## src/rtl/ahb_to_iop_bridge_ws_if.sv

```systemverilog
// ----------------------------------------------------------------------------
// ahb_to_iop_bridge_ws_if
// Bundles the AHB-Lite slave-side signals and the IOP peripheral bus used by
// ahb_to_iop_bridge_ws.
//
// Parameters : ADDR_WIDTH (HADDR/IOADDR), DATA_WIDTH (all data buses, 32/64)
// Modports   : slave  - the bridge view (AHB inputs, HREADYOUT/HRESP/HRDATA
//                       out; IORDATA/IOREADY/IOERROR in, IOP controls out)
//              master - the opposite view, used by the bus mux, the
//                       peripherals or a testbench
// ----------------------------------------------------------------------------
interface ahb_to_iop_bridge_ws_if #(
   parameter int ADDR_WIDTH = 12,
   parameter int DATA_WIDTH = 32
);
   // AHB-Lite slave side
   logic                  HSEL;
   logic                  HREADY;
   logic [1:0]            HTRANS;
   logic [2:0]            HSIZE;
   logic                  HWRITE;
   logic [ADDR_WIDTH-1:0] HADDR;
   logic [DATA_WIDTH-1:0] HWDATA;
   logic                  HREADYOUT;
   logic                  HRESP;
   logic [DATA_WIDTH-1:0] HRDATA;

   // IOP peripheral side
   logic [DATA_WIDTH-1:0] IORDATA;
   logic                  IOREADY;
   logic                  IOERROR;
   logic                  IOSEL;
   logic                  IOTRANS;
   logic [ADDR_WIDTH-1:0] IOADDR;
   logic                  IOWRITE;
   logic [1:0]            IOSIZE;
   logic [DATA_WIDTH-1:0] IOWDATA;

   modport slave (
      input  HSEL, HREADY, HTRANS, HSIZE, HWRITE, HADDR, HWDATA,
      output HREADYOUT, HRESP, HRDATA,
      input  IORDATA, IOREADY, IOERROR,
      output IOSEL, IOTRANS, IOADDR, IOWRITE, IOSIZE, IOWDATA
   );

   modport master (
      output HSEL, HREADY, HTRANS, HSIZE, HWRITE, HADDR, HWDATA,
      input  HREADYOUT, HRESP, HRDATA,
      output IORDATA, IOREADY, IOERROR,
      input  IOSEL, IOTRANS, IOADDR, IOWRITE, IOSIZE, IOWDATA
   );
endinterface

```

## src/rtl/ahb_to_iop_bridge_ws.sv

```systemverilog
// ----------------------------------------------------------------------------
// ahb_to_iop_bridge_ws
// AHB-Lite slave to IOP bridge with wait states and error responses. The
// address phase is registered onto the IOP bus; the AHB data phase is
// stretched until IOREADY. IOERROR, or TIMEOUT_CYCLES data-phase cycles
// without IOREADY, becomes a two-cycle AHB ERROR response.
//
// Ports:
//   HCLK     in  bus clock
//   HRESETn  in  asynchronous active-low reset
//   bus      ahb_to_iop_bridge_ws_if.slave (AHB + IOP signals)
//
// Parameters: ADDR_WIDTH (12), DATA_WIDTH (32, must be 32 or 64),
//             TIMEOUT_CYCLES (16, 0 disables the timeout)
//
// Optional macro AHB_TO_IOP_RDATA_REG_EN: read data is registered and
// returned from an extra RDHOLD state (one extra wait state on reads only).
// ----------------------------------------------------------------------------
module ahb_to_iop_bridge_ws #(
   parameter int ADDR_WIDTH     = 12,
   parameter int DATA_WIDTH     = 32,
   parameter int TIMEOUT_CYCLES = 16
) (
   input logic                   HCLK,
   input logic                   HRESETn,
   ahb_to_iop_bridge_ws_if.slave bus
);

   // Counter is wide enough to reach TIMEOUT_CYCLES; kept at least 1 bit so
   // the disabled-timeout build still elaborates.
   localparam int CNT_W = (TIMEOUT_CYCLES == 0) ? 1 : $clog2(TIMEOUT_CYCLES + 1);
   localparam logic [CNT_W-1:0] CNT_LAST = (TIMEOUT_CYCLES == 0) ? '0 : CNT_W'(TIMEOUT_CYCLES - 1);
   localparam logic [CNT_W-1:0] CNT_MAX  = '1;

   typedef enum logic [2:0] {
      S_IDLE,
      S_ACCESS,
      S_ERR1,
      S_ERR2,
      S_RDHOLD
   } state_t;

   state_t                r_state;
   logic [CNT_W-1:0]      r_wait_cnt;
   logic                  r_hresp;
   logic                  r_iosel;
   logic                  r_iotrans;
   logic [ADDR_WIDTH-1:0] r_ioaddr;
   logic                  r_iowrite;
   logic [1:0]            r_iosize;

   logic w_done;
   logic w_timeout;
   logic w_rd_hold;
   logic w_hreadyout;
   logic w_accept;
   logic w_unused;

   // IOERROR only counts when qualified by IOREADY.
   assign w_done    = bus.IOREADY & ~bus.IOERROR;
   // Fires on the TIMEOUT_CYCLES-th consecutive cycle without IOREADY.
   assign w_timeout = (TIMEOUT_CYCLES != 0) && !bus.IOREADY && (r_wait_cnt == CNT_LAST);

`ifdef AHB_TO_IOP_RDATA_REG_EN
   logic [DATA_WIDTH-1:0] r_rdata;

   // A completing read detours through RDHOLD to present registered data.
   assign w_rd_hold = ~r_iowrite;

   always_ff @(posedge HCLK or negedge HRESETn) begin
      if (!HRESETn) begin
         r_rdata <= '0;
      end else if (r_state == S_ACCESS && w_done && !r_iowrite) begin
         r_rdata <= bus.IORDATA;
      end
   end

   assign bus.HRDATA = r_rdata;
`else
   assign w_rd_hold  = 1'b0;
   assign bus.HRDATA = bus.IORDATA;
`endif

   // NOTE: every variable written in always_comb gets a default first, so no
   // path through the case can leave it unassigned and infer a latch.
   always_comb begin
      w_hreadyout = 1'b1;
      case (r_state)
         S_ACCESS: w_hreadyout = w_done & ~w_timeout & ~w_rd_hold;
         S_ERR1:   w_hreadyout = 1'b0;
         default:  w_hreadyout = 1'b1;
      endcase
   end

   assign w_accept = bus.HSEL & bus.HREADY & bus.HTRANS[1] & w_hreadyout;

   // NOTE: sequential state uses non-blocking assignments so every flop
   // samples pre-edge values regardless of statement order.
   always_ff @(posedge HCLK or negedge HRESETn) begin
      if (!HRESETn) begin
         r_state    <= S_IDLE;
         r_wait_cnt <= '0;
         r_hresp    <= 1'b0;
         r_iosel    <= 1'b0;
         r_iotrans  <= 1'b0;
         r_ioaddr   <= '0;
         r_iowrite  <= 1'b0;
         r_iosize   <= '0;
      end else begin
         // Address phase is captured only when the AHB bus is advancing.
         if (w_hreadyout) begin
            r_iosel   <= bus.HSEL & bus.HREADY;
            r_iotrans <= w_accept;
            r_ioaddr  <= bus.HADDR;
            r_iowrite <= bus.HWRITE;
            r_iosize  <= bus.HSIZE[1:0];
         end

         case (r_state)
            S_IDLE, S_ERR2, S_RDHOLD: begin
               r_state    <= w_accept ? S_ACCESS : S_IDLE;
               r_wait_cnt <= '0;
               r_hresp    <= 1'b0;
            end

            S_ACCESS: begin
               if (bus.IOREADY) begin
                  r_wait_cnt <= '0;
                  if (bus.IOERROR) begin
                     r_state   <= S_ERR1;
                     r_hresp   <= 1'b1;
                     r_iotrans <= 1'b0;
                  end else if (w_rd_hold) begin
                     r_state <= S_RDHOLD;
                  end else begin
                     r_state <= w_accept ? S_ACCESS : S_IDLE;
                  end
               end else begin
                  if (r_wait_cnt != CNT_MAX) begin
                     r_wait_cnt <= r_wait_cnt + 1'b1;
                  end
                  if (w_timeout) begin
                     r_state   <= S_ERR1;
                     r_hresp   <= 1'b1;
                     r_iotrans <= 1'b0;
                  end
               end
            end

            // HRESP stays high through ERR2; it is cleared on leaving ERR2.
            S_ERR1:  r_state <= S_ERR2;

            default: r_state <= S_IDLE;
         endcase
      end
   end

   assign bus.HREADYOUT = w_hreadyout;
   assign bus.HRESP     = r_hresp;
   assign bus.IOSEL     = r_iosel;
   assign bus.IOTRANS   = r_iotrans;
   assign bus.IOADDR    = r_ioaddr;
   assign bus.IOWRITE   = r_iowrite;
   assign bus.IOSIZE    = r_iosize;
   assign bus.IOWDATA   = bus.HWDATA;

   // HSIZE[2] and HTRANS[0] carry no information for this bridge.
   assign w_unused = ^{bus.HSIZE[2], bus.HTRANS[0]};

endmodule

```

## src/flat_wrapper.sv

```systemverilog
// flat-port wrapper written by rule: the top's interface ports become plain ports
module ahb_to_iop_bridge_ws_flat 
#(
   parameter int ADDR_WIDTH     = 12,
   parameter int DATA_WIDTH     = 32,
   parameter int TIMEOUT_CYCLES = 16
)
  (HCLK, HRESETn, bus_HSEL, bus_HREADY, bus_HTRANS, bus_HSIZE, bus_HWRITE, bus_HADDR, bus_HWDATA, bus_HREADYOUT, bus_HRESP, bus_HRDATA, bus_IORDATA, bus_IOREADY, bus_IOERROR, bus_IOSEL, bus_IOTRANS, bus_IOADDR, bus_IOWRITE, bus_IOSIZE, bus_IOWDATA);
  ahb_to_iop_bridge_ws_if #(.ADDR_WIDTH(ADDR_WIDTH), .DATA_WIDTH(DATA_WIDTH)) bus_i ();
  input logic HCLK;
  input logic HRESETn;
  input wire logic [$bits(bus_i.HSEL)-1:0] bus_HSEL;
  input wire logic [$bits(bus_i.HREADY)-1:0] bus_HREADY;
  input wire logic [$bits(bus_i.HTRANS)-1:0] bus_HTRANS;
  input wire logic [$bits(bus_i.HSIZE)-1:0] bus_HSIZE;
  input wire logic [$bits(bus_i.HWRITE)-1:0] bus_HWRITE;
  input wire logic [$bits(bus_i.HADDR)-1:0] bus_HADDR;
  input wire logic [$bits(bus_i.HWDATA)-1:0] bus_HWDATA;
  output wire logic [$bits(bus_i.HREADYOUT)-1:0] bus_HREADYOUT;
  output wire logic [$bits(bus_i.HRESP)-1:0] bus_HRESP;
  output wire logic [$bits(bus_i.HRDATA)-1:0] bus_HRDATA;
  input wire logic [$bits(bus_i.IORDATA)-1:0] bus_IORDATA;
  input wire logic [$bits(bus_i.IOREADY)-1:0] bus_IOREADY;
  input wire logic [$bits(bus_i.IOERROR)-1:0] bus_IOERROR;
  output wire logic [$bits(bus_i.IOSEL)-1:0] bus_IOSEL;
  output wire logic [$bits(bus_i.IOTRANS)-1:0] bus_IOTRANS;
  output wire logic [$bits(bus_i.IOADDR)-1:0] bus_IOADDR;
  output wire logic [$bits(bus_i.IOWRITE)-1:0] bus_IOWRITE;
  output wire logic [$bits(bus_i.IOSIZE)-1:0] bus_IOSIZE;
  output wire logic [$bits(bus_i.IOWDATA)-1:0] bus_IOWDATA;
  assign bus_i.HSEL = bus_HSEL;
  assign bus_i.HREADY = bus_HREADY;
  assign bus_i.HTRANS = bus_HTRANS;
  assign bus_i.HSIZE = bus_HSIZE;
  assign bus_i.HWRITE = bus_HWRITE;
  assign bus_i.HADDR = bus_HADDR;
  assign bus_i.HWDATA = bus_HWDATA;
  assign bus_HREADYOUT = bus_i.HREADYOUT;
  assign bus_HRESP = bus_i.HRESP;
  assign bus_HRDATA = bus_i.HRDATA;
  assign bus_i.IORDATA = bus_IORDATA;
  assign bus_i.IOREADY = bus_IOREADY;
  assign bus_i.IOERROR = bus_IOERROR;
  assign bus_IOSEL = bus_i.IOSEL;
  assign bus_IOTRANS = bus_i.IOTRANS;
  assign bus_IOADDR = bus_i.IOADDR;
  assign bus_IOWRITE = bus_i.IOWRITE;
  assign bus_IOSIZE = bus_i.IOSIZE;
  assign bus_IOWDATA = bus_i.IOWDATA;
  ahb_to_iop_bridge_ws #(.ADDR_WIDTH(ADDR_WIDTH), .DATA_WIDTH(DATA_WIDTH), .TIMEOUT_CYCLES(TIMEOUT_CYCLES)) u_core (.HCLK(HCLK), .HRESETn(HRESETn), .bus(bus_i));
endmodule
```

## config.mk

```make
export PLATFORM = sky130hd
export DESIGN_NAME = ahb_to_iop_bridge_ws_flat
export DESIGN_NICKNAME = d
export VERILOG_FILES = /design/src/rtl/ahb_to_iop_bridge_ws_if.sv /design/src/rtl/ahb_to_iop_bridge_ws.sv /design/src/flat_wrapper.sv
export SDC_FILE = /design/constraint.sdc
export NUM_CORES = 1
export LEC_CHECK = 0
export CAP_MARGIN = 10
export CORE_AREA = 3 3 65 67
export DETAILED_ROUTE_END_ITERATION = 12
export DIE_AREA = 0 0 68 70
export DONT_BUFFER_PORTS = 1
export PLACE_DENSITY = 0.57
export SKIP_LAST_GASP = 1
export SYNTH_ARGS = -nofsm -noshare
export SYNTH_HDL_FRONTEND = slang
export SYNTH_SLANG_ARGS = --single-unit
```

## constraint.sdc

```tcl
create_clock -name HCLK -period 2.8 [get_ports HCLK]
set_clock_uncertainty 0.05 [all_clocks]
set_input_delay 0.84 -clock HCLK [delete_from_list [all_inputs] [get_ports HCLK]]
set_output_delay 0.84 -clock HCLK [all_outputs]
set_load 0.01 [all_outputs]
```

Yosys cells after proc, flatten, opt, wreduce, memory -nomap -nowiden. Index checks and enable logic that the tools add are counted.

Output and inout bits: 83. Word-level logic and storage cells: 50. Register bits after elaboration: 26.

Bitwise operators: 7. Equality and inequality tests: 9. Reductions and logical operators: 7. Muxes and demuxes: 18. Add/subtract/negate cells: 1.

Operator list (number): 5-bit two-way mux (2); 5-bit one-hot mux with 2 select lines (1); 1-bit two-way mux (9); 3-bit two-way mux (3); 3-bit one-hot mux with 3 select lines (1); 3-bit by 2-bit == test with 1-bit output, second input constant (2); 3-bit by 2-bit != test with 1-bit output, second input constant (2); 5-bit by 1-bit adder with 5-bit output, second input constant (1); 1-bit AND (5); 5-bit by 4-bit == test with 1-bit output, second input constant (1); 5-bit != test, second input constant (1); 1-bit one-hot mux with 2 select lines (2); 3-bit by 1-bit == test with 1-bit output, second input constant (1); 3-bit == test, second input constant (1); 3-bit logical NOT (1); 3-bit != test, second input constant (1); 3-bit AND reduction (1); 3-bit OR reduction (1); 1-bit inverter (2); 2-bit AND reduction (1); 2-bit nonzero test (1); 1-bit logical AND (1); 1-bit logical NOT (1).

Longest topological paths before layout.
Depth after elaboration: 10. Gate-level depth with buffers: 6.

Worst setup path after synthesis. Ideal clock, no wire load.

Path kind: input port to output port. Start point: in bus_IOERROR. End point: out bus_HREADYOUT. Stages on the path: 4. Data required time: 1.910 ns. Slack: 0.435 ns. Arrival time: 1.475 ns. Cell sequence: and3b_4 nor2_4 buf_12 inv_1.

Cells in the longest elaborated chain, start to end: 4.

Ends and longest elaborated chain: start: declaration (RTL line flat_wrapper.sv:24) `input wire logic [$bits(bus_i.IOERROR)-1:0] bus_IOERROR;`; 1-bit inverter (RTL line ahb_to_iop_bridge_ws.sv:60) `assign w_done = bus.IOREADY & ~bus.IOERROR;`; 1-bit AND (RTL line ahb_to_iop_bridge_ws.sv:60); 1-bit AND (RTL line ahb_to_iop_bridge_ws.sv:89) `S_ACCESS: w_hreadyout = w_done & ~w_timeout & ~w_rd_hold;`; 1-bit one-hot mux with 2 select lines (RTL line ahb_to_iop_bridge_ws.sv:88) `case (r_state)`; end: declaration (RTL line flat_wrapper.sv:19) `output wire logic [$bits(bus_i.HREADYOUT)-1:0] bus_HREADYOUT;`.

Every way passes these cells.

Worst setup path after layout.
Start point: reg u_core.r_state[1]. End point: out bus_HREADYOUT.

Cells in the longest elaborated chain, start to end: 2. Elaborated cells on any way between the ends: 3. Classes of those cells: eq/ne: 2; mux: 1.

Ends and longest elaborated chain: start: declaration (RTL line ahb_to_iop_bridge_ws.sv:43) `state_t r_state;`; start signal: assignment (RTL line ahb_to_iop_bridge_ws.sv:121) `r_state <= w_accept ? S_ACCESS : S_IDLE;`; start signal: assignment (RTL line ahb_to_iop_bridge_ws.sv:136) `r_state <= w_accept ? S_ACCESS : S_IDLE;`; 3-bit by 2-bit == test with 1-bit output or 3-bit by 1-bit == test with 1-bit output (tied branches) (RTL line ahb_to_iop_bridge_ws.sv:88); 1-bit one-hot mux with 2 select lines * (RTL line ahb_to_iop_bridge_ws.sv:88).

Every way passes the cells marked *; elsewhere a longest branch is shown, timed or not.

==> metrics.txt <==
# TYPE chip_impl_metric gauge
chip_impl_info{name="outcome",value="complete, no violations"} 1
chip_impl_metric{name="final_layout_size_suffix_gt1_frac",unit=""} 0.255
chip_impl_info{name="dominantRegCellSynth",value="sky130_fd_sc_hd__dfrtp_1"} 1
chip_impl_metric{name="fmax",unit="GHz"} 0.433
chip_impl_metric{name="via_count",unit=""} 772
chip_impl_metric{name="first_global_vias",unit=""} 837
chip_impl_metric{name="ant_nets",unit=""} 0
chip_impl_info{name="cp-end-kind",value="primary output"} 1
chip_impl_metric{name="max_cap_viols",unit=""} 0
chip_impl_metric{name="row_count",unit=""} 22
chip_impl_metric{name="floorplan.die_area",unit="µm²"} 4760
chip_impl_metric{name="timing_hold_violations_final",unit=""} 0
chip_impl_metric{name="post_cts_hold_buffer_count",unit=""} 0
chip_impl_metric{name="netlist_area",unit="µm²"} 1660
chip_impl_metric{name="clock_latency",unit="ns"} 0.26
chip_impl_info{name="path_class",value="reg -> out"} 1
chip_impl_metric{name="global_route_wire_length_before_repair",unit="µm"} 4200
chip_impl_metric{name="dieHeight",unit="µm"} 70
chip_impl_metric{name="htreeDepth",unit=""} 1
chip_impl_metric{name="timing.max_slew.rel_slack",unit=""} 0.578
chip_impl_metric{name="cts_buffers",unit=""} 3
chip_impl_metric{name="die_span_x",unit="µm"} 68
chip_impl_metric{name="maximum_resistive_drop_on_vdd",unit="V"} 0.000250
chip_impl_metric{name="worst-path-max-fanout",unit=""} 9
chip_impl_metric{name="synth_seq_area_share",unit=""} 0.377
chip_impl_info{name="tritoncts",value="done"} 1
chip_impl_metric{name="pd_cells",unit="nW/µm²"} 1050
chip_impl_metric{name="insertedDiodeCount",unit=""} 0
chip_impl_info{name="cp-start-kind",value="flip-flop"} 1
chip_impl_metric{name="timing.final.setup_violations",unit=""} 0
chip_impl_metric{name="port-buffer-count",unit=""} 0
chip_impl_info{name="critical-path-top-delay-family",value="flip-flops"} 1
chip_impl_metric{name="cpPeakStageDelay",unit="ns"} 0.40
chip_impl_metric{name="path_buf_inv",unit=""} 2
chip_impl_metric{name="core_area",unit="µm²"} 3690
chip_impl_info{name="rsz0062_at_grt",value="no"} 1
chip_impl_metric{name="grt.total_usage",unit=""} 0.116
chip_impl_metric{name="postSynth.asyncResetShare",unit=""} 1.00
chip_impl_metric{name="timing.final.max_slew_violations",unit=""} 0
chip_impl_metric{name="synthesis.instances",unit=""} 154
chip_impl_metric{name="antenna_found_initial",unit=""} 0
chip_impl_metric{name="synth_cell_types",unit=""} 27
chip_impl_metric{name="synth_edf_count",unit=""} 0
chip_impl_metric{name="tightest_pin_transition",unit="ns"} 0.624
chip_impl_metric{name="i_o_pin_cnt",unit=""} 171
chip_impl_metric{name="post_synthesis_register_bit_count",unit=""} 25
chip_impl_metric{name="post_drt_wl_per_cell",unit="µm"} 19.9
chip_impl_metric{name="grt_overflow_total",unit=""} 0
chip_impl_metric{name="clock_sinks",unit=""} 25
chip_impl_info{name="timing.critical_path.mode_cell",value="sky130_fd_sc_hd__inv_1"} 1
chip_impl_metric{name="final_nets",unit=""} 188
chip_impl_metric{name="fin_tns_setup",unit="ns"} 0
chip_impl_info{name="cts_root_buf",value="sky130_fd_sc_hd__clkbuf_8"} 1
chip_impl_info{name="hold_path.class",value="in -> async"} 1
chip_impl_metric{name="gpl.final_weighted_congestion",unit=""} 0.730
chip_impl_metric{name="post-route-min-period",unit="ns"} 2.31
chip_impl_metric{name="synth_fp_nets",unit=""} 247
chip_impl_metric{name="route.detailed.drc",unit=""} 0
chip_impl_info{name="crit_chain",value="inv_1, ha_1, and3b_4, nor2_4, inv_1"} 1
chip_impl_metric{name="area.growth.synth_to_final",unit="%"} -23.4
chip_impl_metric{name="p_total",unit="W"} 0.00134
chip_impl_metric{name="drt-pass1-iter-count",unit=""} 2
chip_impl_metric{name="cts_resized",unit=""} 0
chip_impl_info{name="synth_common_cells",value="64 x sky130_fd_sc_hd__buf_4, 25 x sky130_fd_sc_hd__dfrtp_1, 10 x sky130_fd_sc_hd__inv_1, 10 x sky130_fd_sc_hd__mux2_2, 7 x sky130_fd_sc_hd__mux2_4"} 1
chip_impl_metric{name="yosysWarnings",unit=""} 0
chip_impl_metric{name="grt_start_max_net_pins",unit=""} 26
chip_impl_metric{name="drt-vias-per-instance",unit=""} 5.44
chip_impl_metric{name="cp.required",unit="ns"} 1.91
chip_impl_metric{name="cts_post_setup_buffers_inserted",unit=""} 0
chip_impl_metric{name="detail_route.wirelength",unit="µm"} 2830
chip_impl_metric{name="path_clk_slew",unit="ns"} 0.08
chip_impl_info{name="yosysTopAreaCell",value="sky130_fd_sc_hd__dfrtp_1"} 1
chip_impl_metric{name="power.static_leakage",unit="nW"} 0.589
chip_impl_metric{name="timing.final.crit_share",unit=""} 0.825
chip_impl_info{name="critPathSlowestCell",value="sky130_fd_sc_hd__dfrtp_1"} 1
chip_impl_info{name="synthTopCellsByArea",value="sky130_fd_sc_hd__dfrtp_1 38%, sky130_fd_sc_hd__buf_4 29%, sky130_fd_sc_hd__mux2_2 6.8%, sky130_fd_sc_hd__mux2_4 6.3%, sky130_fd_sc_hd__ha_1 3.8%"} 1
chip_impl_info{name="synth.most_common_cell",value="sky130_fd_sc_hd__buf_4"} 1
chip_impl_metric{name="synth.avg_cell_area",unit="µm²"} 10.8
chip_impl_metric{name="floorplan.initialDensity",unit=""} 0.449
chip_impl_metric{name="synth_top_area_share",unit=""} 0.377
chip_impl_metric{name="cts_buffer_depth",unit=""} 2
chip_impl_metric{name="hpwl",unit="µm"} 2210
chip_impl_metric{name="drt_iter0_drc",unit=""} 15
chip_impl_metric{name="worst-endpoint-arrival",unit="ns"} 1.42
## worst paths after layout
kind                       cells after the start                   end  slack (ns)                 start
max                                            5         bus_HREADYOUT        0.49     u_core.r_state[1]
min                                            0  u_core.r_wait_cnt[4]        0.21               HRESETn
max reg2reg                                    6  u_core.r_wait_cnt[2]        0.76  u_core.r_wait_cnt[0]
min reg2reg                                    1  u_core.r_wait_cnt[1]        0.48  u_core.r_wait_cnt[1]
max in group asynchronous                      0    u_core.bus.IOWRITE        2.42               HRESETn
min in group HCLK                              1  u_core.r_wait_cnt[1]        0.48  u_core.r_wait_cnt[1]
## report_power, final
group / switching, W / internal [W] / leakage (nW)
sequential: 0.000156 / 0.000505 / 0.310
combinational: 0.000209 / 0.000258 / 0.257
clock: 0.000106 / 0.000102 / 0.0228
## state kept, by name, indices dropped and copies added, names as in the netlist
signal	flops
u_core.bus.IOSIZE	2
u_core.bus.IOADDR	12
u_core.r_wait_cnt	5
u_core.r_state	2
u_core.bus.HRESP	1
u_core.bus.IOWRITE	1
u_core.bus.IOSEL	1
u_core.bus.IOTRANS	1
## cell type report
cell class	instances	area (µm²)
inverters	10	37.5
clock buffers	4	45.0
multi-input cells	54	494
flip-flops and latches	25	626
repair buffers	1	7.51
well taps	48	60.1
fillers	393	2420
## layer usage
| layer | share of wire | wire length, µm | up-vias | global-route usage |
|---|---|---|---|---|
| met5 | 0 | 0 | - | 0 |
| met4 | 0.065 | 184 | 0 | 0.115 |
| met3 | 0.16 | 447 | 34 | 0.0498 |
| met2 | 0.45 | 1280 | 71 | 0.173 |
| met1 | 0.32 | 917 | 346 | 0.113 |
| li1 | - | - | 321 | - |
## through the flow
| step | instance area [µm²] | cells | hold slack (ns) | utilization | setup slack (ns) |
|---|---|---|---|---|---|
| CTS | 1270 | 142 | 0.198 | 0.344 | 0.461 |
| global route | 1270 | 142 | 0.189 | 0.344 | 0.361 |
| detailed placement | 1220 | 138 | 0.463 | 0.332 | 0.616 |
| global placement | 1220 | 138 | 0.462 | 0.332 | 0.624 |
| floorplan | 1660 | 154 | 0.431 | - | 0.435 |
| finish | 1270 | 142 | 0.212 | 0.344 | 0.489 |
## layout by cell type (no fill, tap or decap), types with 2 or more instances in the layout
cell                        n
sky130_fd_sc_hd__nor3_1     2
sky130_fd_sc_hd__a21oi_1    4
sky130_fd_sc_hd__nand2_1    2
sky130_fd_sc_hd__nand3_1    2
sky130_fd_sc_hd__dfrtp_1   25
sky130_fd_sc_hd__inv_1     10
sky130_fd_sc_hd__mux2_2    10
sky130_fd_sc_hd__o21ai_0    4
sky130_fd_sc_hd__nor2_1     2
sky130_fd_sc_hd__a22o_1     3
sky130_fd_sc_hd__mux2_4     7
sky130_fd_sc_hd__clkbuf_8   3
sky130_fd_sc_hd__ha_1       5
## logic make-up after synthesis
logic type	Yosys count	share of synthesized area
buffers and inverters	75	0.325
AOI/OAI and AO/OA	14	0.0551
DFF	25	0.377
and+or+nand+nor	17	0.0679
adders and majority gates	5	0.0377
muxes	18	0.137
Power figures use the tool's default switching activity.
